File: config.mk
export PLATFORM = sky130hd
export DESIGN_NAME = riscv_fetch
export DESIGN_NICKNAME = d
export VERILOG_FILES = /design/src/rtl/riscv_fetch_pkg.sv /design/src/rtl/riscv_fetch_skid.sv /design/src/rtl/riscv_fetch.sv
export SDC_FILE = /design/constraint.sdc
export NUM_CORES = 1
export LEC_CHECK = 0
export BUFFER_PORTS_ARGS = -buffer_cell sky130_fd_sc_hd__buf_2
export CAP_MARGIN = 20
export CORE_ASPECT_RATIO = 1.2
export CORE_MARGIN = 5
export CORE_UTILIZATION = 55
export CTS_BUF_LIST = sky130_fd_sc_hd__clkbuf_4 sky130_fd_sc_hd__clkbuf_8
export DETAILED_ROUTE_END_ITERATION = 16
export PLACE_DENSITY = 0.93
export SLEW_MARGIN = 15
export SYNTH_ARGS = -nofsm -noshare
export SYNTH_HDL_FRONTEND = slang
export SYNTH_HIERARCHICAL = 1
export SYNTH_SLANG_ARGS = --single-unit
File: constraint.sdc
create_clock -name clk_i -period 3.2 [get_ports clk_i]
set_clock_uncertainty 0.2 [all_clocks]
set_input_delay 0.64 -clock clk_i [delete_from_list [all_inputs] [get_ports clk_i]]
set_output_delay 0.64 -clock clk_i [all_outputs]
set_load 0.05 [all_outputs]
File: src/rtl/riscv_fetch_pkg.sv
// Shared definitions for the instruction fetch unit: FSM encodings, boot
// vector, skid entry layout and PC alignment helper.
package riscv_fetch_pkg;

    localparam logic [31:0] FETCH_BOOT_VECTOR = 32'h8000_0000;

    typedef enum logic [1:0] {
        FETCH_ST_IDLE = 2'd0,
        FETCH_ST_RUN  = 2'd1,
        FETCH_ST_WAIT = 2'd2,
        FETCH_ST_DROP = 2'd3
    } fetch_state_t;

    typedef struct packed {
        logic [31:0] instr;
        logic [31:0] pc;
        logic        fault;
    } fetch_entry_t;

    // Branch targets are word aligned; the low two bits are simply dropped.
    function automatic logic [31:0] fetch_align_pc(input logic [31:0] pc);
        return pc & ~32'h0000_0003;
    endfunction

endpackage

File: src/rtl/riscv_fetch_skid.sv
// One-entry skid buffer holding an (instr, pc, fault) entry that decode could
// not accept in the cycle the cache returned it.
module riscv_fetch_skid
    import riscv_fetch_pkg::*;
(
    input  logic         clk_i,
    input  logic         rst_i,
    input  logic         flush,
    input  logic         in_valid,
    input  fetch_entry_t in_data,
    output logic         out_valid,
    output fetch_entry_t out_data,
    input  logic         out_accept
);

    logic         valid_q;
    fetch_entry_t data_q;

    // A flush wins over everything; a push only happens into an empty slot.
    always_ff @(posedge clk_i or posedge rst_i) begin
        if (rst_i) begin
            valid_q <= 1'b0;
            data_q  <= '0;
        end else if (flush) begin
            valid_q <= 1'b0;
        end else if (in_valid && !valid_q) begin
            valid_q <= 1'b1;
            data_q  <= in_data;
        end else if (valid_q && out_accept) begin
            valid_q <= 1'b0;
        end
    end

    assign out_valid = valid_q;
    assign out_data  = data_q;

endmodule

File: src/rtl/riscv_fetch.sv
// Instruction fetch unit: keeps the PC, issues single reads to the icache with
// at most one outstanding, and hands responses to decode through a skid buffer.
module riscv_fetch
    import riscv_fetch_pkg::*;
#(
    parameter logic [31:0] BOOT_VECTOR = FETCH_BOOT_VECTOR
) (
    input  logic        clk_i,
    input  logic        rst_i,
    output logic        fetch_valid_o,
    output logic [31:0] fetch_instr_o,
    output logic [31:0] fetch_pc_o,
    output logic        fetch_fault_o,
    input  logic        fetch_accept_i,
    input  logic        fetch_branch_i,
    input  logic [31:0] fetch_branch_pc_i,
    input  logic        fetch_invalidate_i,
    output logic        icache_rd_o,
    output logic [31:0] icache_pc_o,
    output logic        icache_invalidate_o,
    input  logic        icache_accept_i,
    input  logic        icache_valid_i,
    input  logic [31:0] icache_inst_i,
    input  logic        icache_error_i
);

    fetch_state_t state_q;
    logic [31:0]  pc_q;
    logic [31:0]  req_pc_q;
    logic         inv_prev_q;
    logic         inv_pulse_q;

    logic         resp_take;
    logic         skid_room;
    logic         issue_ok;
    logic         req_fire;
    logic         skid_push;
    logic         skid_valid;
    fetch_entry_t skid_data;
    fetch_entry_t resp_entry;
    fetch_entry_t present;

    // A response is only live in WAIT; a branch in the same cycle kills it.
    assign resp_take = (state_q == FETCH_ST_WAIT) && icache_valid_i && !fetch_branch_i;
    assign skid_room = !skid_valid || fetch_accept_i;

    // In WAIT a new request may only follow a response decode takes at once,
    // which guarantees the skid is free when that request returns.
    always_comb begin
        issue_ok = 1'b0;
        case (state_q)
            FETCH_ST_RUN:  issue_ok = 1'b1;
            FETCH_ST_WAIT: issue_ok = icache_valid_i && fetch_accept_i;
            default:       issue_ok = 1'b0;
        endcase
    end

    assign icache_rd_o = issue_ok && !fetch_branch_i && skid_room;
    assign icache_pc_o = pc_q;
    assign req_fire    = icache_rd_o && icache_accept_i;

    // PC, outstanding-request PC and fetch FSM.
    always_ff @(posedge clk_i or posedge rst_i) begin
        if (rst_i) begin
            state_q  <= FETCH_ST_IDLE;
            pc_q     <= BOOT_VECTOR;
            req_pc_q <= BOOT_VECTOR;
        end else begin
            if (req_fire) begin
                req_pc_q <= pc_q;
            end
            if (fetch_branch_i) begin
                pc_q <= fetch_align_pc(fetch_branch_pc_i);
            end else if (req_fire) begin
                pc_q <= pc_q + 32'd4;
            end
            case (state_q)
                FETCH_ST_IDLE: state_q <= FETCH_ST_RUN;
                FETCH_ST_RUN: begin
                    if (req_fire) begin
                        state_q <= FETCH_ST_WAIT;
                    end
                end
                FETCH_ST_WAIT: begin
                    if (icache_valid_i) begin
                        state_q <= req_fire ? FETCH_ST_WAIT : FETCH_ST_RUN;
                    end else if (fetch_branch_i) begin
                        state_q <= FETCH_ST_DROP;
                    end
                end
                FETCH_ST_DROP: begin
                    if (icache_valid_i) begin
                        state_q <= FETCH_ST_RUN;
                    end
                end
                default: state_q <= FETCH_ST_IDLE;
            endcase
        end
    end

    assign resp_entry.instr = icache_inst_i;
    assign resp_entry.pc    = req_pc_q;
    assign resp_entry.fault = icache_error_i;
    assign skid_push        = resp_take && !skid_valid && !fetch_accept_i;

    riscv_fetch_skid u_skid (
        .clk_i      (clk_i),
        .rst_i      (rst_i),
        .flush      (fetch_branch_i),
        .in_valid   (skid_push),
        .in_data    (resp_entry),
        .out_valid  (skid_valid),
        .out_data   (skid_data),
        .out_accept (fetch_accept_i)
    );

    assign present       = skid_valid ? skid_data : resp_entry;
    assign fetch_valid_o = !fetch_branch_i && (skid_valid || resp_take);
    assign fetch_instr_o = present.instr;
    assign fetch_pc_o    = present.pc;
    assign fetch_fault_o = fetch_valid_o && present.fault;

    // Rising edge of the decode-side level becomes a single registered pulse.
    always_ff @(posedge clk_i or posedge rst_i) begin
        if (rst_i) begin
            inv_prev_q  <= 1'b0;
            inv_pulse_q <= 1'b0;
        end else begin
            inv_prev_q  <= fetch_invalidate_i;
            inv_pulse_q <= fetch_invalidate_i && !inv_prev_q;
        end
    end

    assign icache_invalidate_o = inv_pulse_q;

endmodule

==> results of run 1 <==
[layer usage]
metal,global-route usage (%),up-vias,part of all wire (%)
met2,39.7,196,50
li1,-,2310,-
met3,6.32,21,7.5
met5,0,-,0.045
met4,6.69,2,1.3
met1,28.2,2336,41
[sequential cells by signal, summed over array words and instances (netlist names)]
register	count
inv_prev_q	1
u_skid/out_data	65
icache_pc_o	30
icache_invalidate_o	1
state_q	2
u_skid/out_valid	1
req_pc_q	30
[layout by cell type, fill, tap and decap left out, types with 2 or more instances in the layout]
master / n
buf_2: 167
dfrtp_1: 127
nand2_1: 122
mux2_2: 80
mux2_1: 50
o21ai_0: 23
clkbuf_8: 19
xor2_1: 17
nand4_1: 14
nand3_1: 14
nor2_1: 11
buf_4: 10
inv_1: 6
xnor2_1: 6
nor3_1: 6
a21oi_1: 6
o211ai_1: 5
and3_1: 5
and2_1: 4
o311ai_1: 4
ha_1: 4
conb_1: 4
clkinv_2: 4
bufinv_16: 4
buf_12: 4
nor2b_1: 3
mux2i_1: 3
inv_2: 2
clkinv_4: 2
clkbuf_4: 2
dfstp_2: 2
nand2b_1: 2
[kinds of logic (layout without fill, tap and decap cells)]
logic type               Yosys count  in the layout
flip-flops                       130            130
AO/OA/AOI/OAI                     46             46
other                              1              5
adder cells (fa/ha/maj)            4              4
XOR/XNOR                          23             23
multiplexers                     133            133
AND/OR/NAND/NOR                  190            190
buffers and inverters             40            220
[how the worst min path moves through the flow]
stage | startpoint | end | slack [ns]
finish | rst_i | icache_pc_o[28] | 0.07
global route | rst_i | req_pc_q[28] | 0.08
CTS | rst_i | icache_pc_o[27] | 0.07
detailed placement | inv_prev_q | icache_invalidate_o | 0.19
global placement | inv_prev_q | icache_invalidate_o | 0.18
floorplan | inv_prev_q | icache_invalidate_o | 0.18
[critical path, cell delays in order, from the launching register on]
cell     delay (ns)
dfrtp_1        0.42
inv_1          0.07
ha_1           0.23
nor2b_1        0.32
o21ai_0        0.13
nor3_1         0.13
buf_2          0.30
[area by class of cell]
class                      instances  area, um2  area share [%]
sequential                       130       3260            41.5
multi-input combinational        400       2940            37.4
timing repair buffer             181        991            12.6
clock buffer                      21        277            3.52
tap                              157        196            2.50
clock inverter                    10        158            2.01
inverter                           8       30.0           0.383
antenna                            1       2.50          0.0319
[power groups by stage]
stage	combinational [uW]	sequential (uW)	clock, uW
after floorplan	1550	2470	0
after global placement	2130	2370	0
after detailed placement	2180	2410	0
after CTS	2190	2390	1540
after global routing	2330	2440	1620
final	2170	2390	1510
[through the flow]
stage	setup slack (ns)	instances	total power (uW)	hold WS, ns	cell area (um2)
2_1_floorplan	0.0800	570	4020	0.178	6440
3_5_place_dp	0.662	876	4590	0.190	7410
6_report	0.356	908	6070	0.0680	7850
3_3_place_gp	0.725	876	4510	0.184	7410
4_1_cts	0.343	907	6110	0.0669	7850
5_1_grt	0.179	908	6380	0.0844	7850
==> impl_metrics.toml, run 1 <==
[global_route]
grt_pass1_wl_um = 25100
grt_max_degree = 67
grt_pass1_vias = 5047
grt_usage_pct = 23.0
antenna_found_initial = 2
grt_overflow = 0

[setup_path]
cp-start-kind = "register"
end_kind = "primary output"
crit_type = "reg -> out"
rr_startpoint = "state_q[0]"
r2r_end = "icache_pc_o[26]"
crit_required_ns = 2.36
worst_r2r_path_depth = 6
startpoint = "state_q[1]"
cp-endpoint = "icache_rd_o"
rrSetupSlack_ns = 0.68
critPathArrivalTime_ns = 2.00
worst-path-max-fanout = 5

[finish]
final_util_pct = 68.2
syn2layout_area_growth_pct = 22.1
fillerInstances = 900
fin_nets = 814
final_layout_size_suffix_gt1_share_pct = 40.3

[synth]
synth_top_cell_area_share_pct = 49.8
post_synth_num_cell_types = 46
synth-seq-area-share_pct = 50.7
synth_fa_ha_area_share_pct = 0.779
synth-edff-count = 0
synth_compound_area_share_pct = 4.50
synth_mux_area_share_pct = 23.2
synth_xor_xnor_area_share_pct = 3.13
synthesis.area_um2 = 6430
yosysMostFrequentCell = "dfrtp_1"
synth.area.top_cells = "dfrtp_1 (50%), mux2_2 (14%), mux2_1 (8.8%), nand2_1 (7.1%), xor2_1 (2.3%)"
async_reset_ff_share_pct = 100
yosys.area.top_type = "dfrtp_1"
synthCells = 567
yosys.area_share.simple_pct = 13.7
ys.flop_type = "dfrtp_1"
yosys_warnings = 6
ys_ff_latch = 130
syn_avg_cell_area_um2 = 11.3
synth_commonest_cells = "dfrtp_1 (128), nand2_1 (122), mux2_2 (80)"
synth_top_family_by_area = "multiplexers"

[place]
portBuffers = 167
dp_hpwl_um = 11200
gp_congestion = 0.789

[sta]
tns_ns = 0
rsz0062_at_grt = "no"
worst_pin_slew_ns = 0.578
setup_viol = 0
final.min_clock_period_ns = 2.84
max_freq_mhz = 352
period_share_pct = 88.9
slew_headroom_pct = 61.2
drv_slew = 0
hold_viol = 0

[pwr]
swShare_pct = 39.8
p_int_uw = 3660
pwr-share-clk_pct = 24.9
p_leak_uw = 0.00401
power_density_nw_per_um2 = 774
p_comb_share_pct = 35.7
peakVddDrop_mv = 0.353
sequentialPowerShare_pct = 39.3
p_sw_uw = 2420

[clocking]
cts_tree = "yes"
post_cts_buffers = 0
cts-buffers-inserted = 17
clk_pin_slew_worst_paths_ns = 0.07
clk_latency_ns = 0.42
cts.path.max_buffers = 2
htreeDepth = 4
cts.sinks = 130
root_buffer = "clkbuf_8"
cts_hold_buf = 0
ctsResizeCount = 0

[die]
die_width_um = 109
dieArea_um2 = 14000
std_cell_rows = 43
pin_count = 172
coreArea_um2 = 11500
fp.dieH_um = 128
start_util_pct = 55.8

[run_status]
outcome = "finished clean"

[route]
first_pass_iters = 6
drtAntennaViolNets = 0
avgRoutedWirePerCell_um = 17.2
wl_um = 15600
viasPerCell = 5.36
vias = 4865
drcViolationCount = 0
drt_iter0_markers = 247

[min_path]
min_path_type = "in -> async"

[flow_run]
max_cap_violations = 0
(Power assumes the default switching activity.)
==> run 2, diff against run 1 <==
--- a/config.mk
+++ b/config.mk
@@ -5,11 +5,12 @@
 export SDC_FILE = /design/constraint.sdc
 export NUM_CORES = 1
 export LEC_CHECK = 0
+export ABC_AREA = 1
 export BUFFER_PORTS_ARGS = -buffer_cell sky130_fd_sc_hd__buf_2
 export CAP_MARGIN = 20
 export CORE_ASPECT_RATIO = 1.2
 export CORE_MARGIN = 5
-export CORE_UTILIZATION = 55
+export CORE_UTILIZATION = 56
 export CTS_BUF_LIST = sky130_fd_sc_hd__clkbuf_4 sky130_fd_sc_hd__clkbuf_8
 export DETAILED_ROUTE_END_ITERATION = 16
 export PLACE_DENSITY = 0.93
==> impl_metrics.toml, run 2 <==
[global_route]
grt_pass1_vias = 6707
grt_pass1_wl_um = 32500
antenna_found_initial = 0
grt_max_degree = 69
grt_overflow = 0
grt_usage_pct = 26.3

[clocking]
cts_tree = "yes"
post_cts_buffers = 0
cts-buffers-inserted = 17
cts.path.max_buffers = 2
cts.sinks = 130
clk_pin_slew_worst_paths_ns = 0.07
htreeDepth = 4
ctsResizeCount = 0
clk_latency_ns = 0.43
root_buffer = "clkbuf_8"
cts_hold_buf = 0

[route]
vias = 7148
first_pass_iters = 5
avgRoutedWirePerCell_um = 14.7
drt_iter0_markers = 671
drcViolationCount = 0
viasPerCell = 5.29
drtAntennaViolNets = 0
wl_um = 19900

[place]
gp_congestion = 0.930
dp.cells = 1320
dp_hpwl_um = 14000
portBuffers = 167
dp_slack_ns = 0.662

[die]
fp.dieH_um = 134
std_cell_rows = 45
dieArea_um2 = 15300
die_width_um = 114
coreArea_um2 = 12700
pin_count = 172
start_util_pct = 57.0

[sta]
whs_ns = 0.115
final.min_clock_period_ns = 2.79
rsz0062_at_grt = "no"
hold_viol = 0
slew_headroom_pct = 51.3
period_share_pct = 87.2
max_freq_mhz = 358
setup_viol = 0
worst_pin_slew_ns = 0.731
drv_slew = 0
tns_ns = 0
timing.final.ws_setup_ns = 0.410

[setup_path]
cp-start-kind = "register"
worst-path-max-fanout = 68
end_kind = "primary output"
critPathArrivalTime_ns = 1.95
crit_required_ns = 2.36
crit_type = "reg -> out"

[synth]
synth-edff-count = 0
syn_avg_cell_area_um2 = 6.97
synthesis.area_um2 = 7220
yosys.area.top_type = "dfrtp_1"
synth.area.top_cells = "dfrtp_1 (44%), nand2_1 (28%), nand4_1 (5.7%), inv_1 (3.3%), nor2_1 (2.7%)"
post_synth_num_cell_types = 31
yosys_warnings = 6
synth_top_cell_area_share_pct = 44.4
synth_commonest_cells = "nand2_1 (536), dfrtp_1 (128), nand4_1 (66)"
ys_ff_latch = 130
synth-seq-area-share_pct = 45.1
synthCells = 1036
yosysMostFrequentCell = "nand2_1"
ys.flop_type = "dfrtp_1"
async_reset_ff_share_pct = 100

[finish]
fillerInstances = 1089
largest_reg_flops = 65
final_util_pct = 67.3
regArea_um2 = 3260
final_cell_mix = "nand2_1 (536), buf_2 (167), dfrtp_1 (127)"
multi_input_area_um2 = 3390
fin_cells = 1352
fin_nets = 1251
layout_commonest_cell = "nand2_1"
syn2layout_area_growth_pct = 18.0
insertedDiodeCount = 0
final_layout_size_suffix_gt1_share_pct = 20.0

[min_path]
min_path_type = "in -> async"

[pwr]
p_leak_uw = 0.00478
power_density_nw_per_um2 = 818
peakVddDrop_mv = 0.463

[run_status]
outcome = "finished clean"

[flow_run]
max_cap_violations = 0
run 2: cell count changes after synthesis, sizes merged, moves of 6 or more:
cell,delta
xnor2,-6
nand4,+50
nor2,+47
xor2,-12
inv,+60
nand2,+420
nor3,-6
mux2,-130
buf,+23
nand3,+21
o21ai,+29
run 2: per-layer routing:
layer  global-route usage [%]  wire length, um
met5                        0                0
met4                     12.4              736
met3                     4.69             1610
met1                     34.0             7920
met2                     42.8             9580
run 2: stage by stage:
step	total power [uW]	area, um2
detailed placement	5400	8070
global route	7390	8520
global placement	5300	8070
CTS	7000	8520
finish	6970	8520
floorplan	4690	7230
run 2: layout make-up:
| class | count | area share [%] |
|---|---|---|
| Tap cell | 164 | 2.41 |
| Sequential cell | 130 | 38.2 |
| Clock inverter | 14 | 2.50 |
| Clock buffer | 18 | 2.83 |
| Inverter | 69 | 3.13 |
| Multi-Input combinational cell | 780 | 39.8 |
| Timing Repair Buffer | 177 | 11.1 |
run 2: worst max-delay path, stage by stage, from the launching register on:
cell and delay (ns):
dfrtp_2 0.39, buf_4 0.57, nand2_1 0.09, o21ai_0 0.15
buf_2 0.32
run 2: final timing paths:
check	from	end	slack, ns	cells after the start
setup / recovery	u_skid/out_valid	fetch_pc_o[2]	0.41	4
hold / removal	rst_i	req_pc_q[28]	0.12	2
setup reg to reg	state_q[0]	icache_pc_o[6]	0.69	10
hold reg to reg	inv_prev_q	icache_invalidate_o	0.20	1
max in group asynchronous	rst_i	req_pc_q[31]	2.00	3
min in group clk_i	fetch_invalidate_i	inv_prev_q	0.13	1
run 2: kinds of logic (layout without fill, tap and decap cells):
| logic type | after synthesis | in the layout | synth area share [%] |
|---|---|---|---|
| other | 1 | 4 | 0.0519 |
| adder cells (fa/ha/maj) | 4 | 4 | 0.693 |
| AO/OA/AOI/OAI | 63 | 63 | 4.85 |
| buffers and inverters | 129 | 278 | 8.32 |
| AND/OR/NAND/NOR | 704 | 704 | 40.4 |
| XOR/XNOR | 5 | 5 | 0.607 |
| flip-flops | 130 | 130 | 45.1 |
run 2: where the power goes:
part	switching [uW]	total, uW	internal [uW]
Clock	648	1580	933
Sequential	445	2660	2220
Combinational	2050	2730	682
Total	3140	6970	3830
==> run 3, diff against run 2 <==
--- a/config.mk
+++ b/config.mk
@@ -10,10 +10,10 @@
 export CAP_MARGIN = 20
 export CORE_ASPECT_RATIO = 1.2
 export CORE_MARGIN = 5
-export CORE_UTILIZATION = 56
+export CORE_UTILIZATION = 51
 export CTS_BUF_LIST = sky130_fd_sc_hd__clkbuf_4 sky130_fd_sc_hd__clkbuf_8
 export DETAILED_ROUTE_END_ITERATION = 16
-export PLACE_DENSITY = 0.93
+export PLACE_DENSITY = 0.9
 export SLEW_MARGIN = 15
 export SYNTH_ARGS = -nofsm -noshare
 export SYNTH_HDL_FRONTEND = slang
==> constraint.sdc (replaced) <==
create_clock -name clk_i -period 2.4 [get_ports clk_i]
set_clock_uncertainty 0.2 [all_clocks]
set_input_delay 0.48 -clock clk_i [delete_from_list [all_inputs] [get_ports clk_i]]
set_output_delay 0.48 -clock clk_i [all_outputs]
set_load 0.05 [all_outputs]
==> impl_metrics.toml, run 3 (synthesized netlist as in run 2, its figures left out) <==
[finish]
fin_nets = 1271
final_util_pct = 63.4
fin_cells = 1379
largest_reg_flops = 65
fillerInstances = 1194
insertedDiodeCount = 0
layout_commonest_cell = "nand2_1"
finish.instance_area_um2 = 8770
syn2layout_area_growth_pct = 21.5
final_cell_mix = "nand2_1 (534), buf_2 (153), dfrtp_1 (126)"
final_layout_size_suffix_gt1_share_pct = 21.9

[pwr]
power_density_nw_per_um2 = 1050
p_sw_uw = 4260
pwr-share-clk_pct = 19.8
p_leak_uw = 0.00489
sequentialPowerShare_pct = 38.6
p_int_uw = 4910
peakVddDrop_mv = 0.525
p_comb_share_pct = 41.6
swShare_pct = 46.5

[setup_path]
crit_cells = 3
worst-path-max-fanout = 34
critPathArrivalTime_ns = 1.68
cp-start-kind = "register"
slowest_delay_ns = 0.50
path_cells = "clkbuf_16 -> o21ai_1 -> clkbuf_4"
cp_top_family = "buffers and inverters"
end_kind = "primary output"
critPathBufInv = 2
crit_required_ns = 1.72
worst_r2r_path_depth = 10
crit_type = "reg -> out"
crit_slowest_cell = "dfrtp_2"

[die]
pin_count = 172
die_width_um = 119
start_util_pct = 52.2
dieArea_um2 = 16600
fp.dieH_um = 140
coreArea_um2 = 13800
std_cell_rows = 47

[sta]
timing.final.ws_setup_ns = 0.0362
slew_headroom_pct = 56.9
rsz0062_at_grt = "no"
max_freq_mhz = 423
final.min_clock_period_ns = 2.36
setup_viol = 0
drv_slew = 0
tns_ns = 0
worst_pin_slew_ns = 0.646
period_share_pct = 98.5
hold_viol = 0

[place]
gp_congestion = 0.968
post_dp_cell_area_um2 = 8220
dp_slack_ns = 0.211
portBuffers = 167
dp.cells = 1340
dp_hpwl_um = 14700

[clocking]
root_buffer = "clkbuf_8"
cts-buffers-inserted = 17
clk_latency_ns = 0.43
cts.path.max_buffers = 2
cts_tree = "yes"
cts.sinks = 130
clk_pin_slew_worst_paths_ns = 0.08
htreeDepth = 4

[min_path]
holdPathStages = 3
min_path_type = "in -> reg"

[route]
drt_iter0_markers = 605
vias = 7259
first_pass_iters = 5
avgRoutedWirePerCell_um = 15.0
drtAntennaViolNets = 0
wl_um = 20700
viasPerCell = 5.26
drcViolationCount = 0

[global_route]
grt_max_degree = 69
grt_pass1_wl_um = 33600
antenna_found_initial = 0
grt_pass1_vias = 6989
grt_overflow = 0
grt_usage_pct = 24.3

[run_status]
outcome = "finished clean"

[flow_run]
max_cap_violations = 0
run 3: cell types whose count changed in the layout (fill, tap and decap cells not counted), sizes merged:
| cell | delta |
|---|---|
| dlygate4sd3 | +2 |
| clkinv | +6 |
| clkinvlp | -2 |
| clkbuf | +13 |
| buf | +4 |
| bufinv | -3 |
run 3: final timing paths:
check                                      end            startpoint  slack (ns)
min in group asynchronous         req_pc_q[28]                 rst_i        0.50
max                              fetch_pc_o[2]      u_skid/out_valid        0.04
min reg2reg                icache_invalidate_o            inv_prev_q        0.20
max in group asynchronous     u_skid/out_valid                 rst_i        0.81
max reg2reg                    icache_pc_o[28]        icache_pc_o[3]        0.34
min                             icache_pc_o[2]  fetch_branch_pc_i[2]        0.06
run 3: timing repair:
action                                 4_1_cts  5_1_grt
pin swaps                                    1        1
buffers inserted                             1        2
cloned                                       0        2
setup endpoints to repair                   44       27
gates resized for setup                      9       19
hold buffers                                 2        0
endpoints found under the hold margin       93        0
run 3: power groups by stage:
stage | registers, uW | clock network, uW | logic, uW
3_5_place_dp | 3550 | 0 | 3710
5_1_grt | 3650 | 1950 | 4170
2_1_floorplan | 3760 | 0 | 2500
6_report | 3540 | 1810 | 3820
4_1_cts | 3520 | 1850 | 3770
3_3_place_gp | 3520 | 0 | 3600
run 3: area by class of cell:
type	instances	area, um2	share of cell area [%]
sequential	130	3260	37.2
tap	171	214	2.44
timing repair buffer	196	1190	13.6
clock inverter	14	140	1.60
inverter	69	277	3.15
timing repair inverter	1	8.76	0.0999
multi-input combinational	780	3430	39.2
clock buffer	18	248	2.83
run 3: tightest hold or removal path: stages:
cell     delay, ns
buf_2         0.07
nand2_1       0.05
nand2_1       0.06
run 3: layer usage:
layer	vias up	track usage [%]	wire length, um
met5	-	0	0
met4	0	10.9	769
met3	61	4.76	1400
met2	329	40.7	10100
met1	3290	30.4	8400
li1	3579	-	-
run 3: metrics by stage:
stage / hold WS, ns / power (uW)
final: 0.0612 / 9170
after global routing: 0.0483 / 9760
after CTS: 0.0427 / 9140
after detailed placement: 0.185 / 7260
after global placement: 0.182 / 7120
after floorplan: 0.176 / 6260
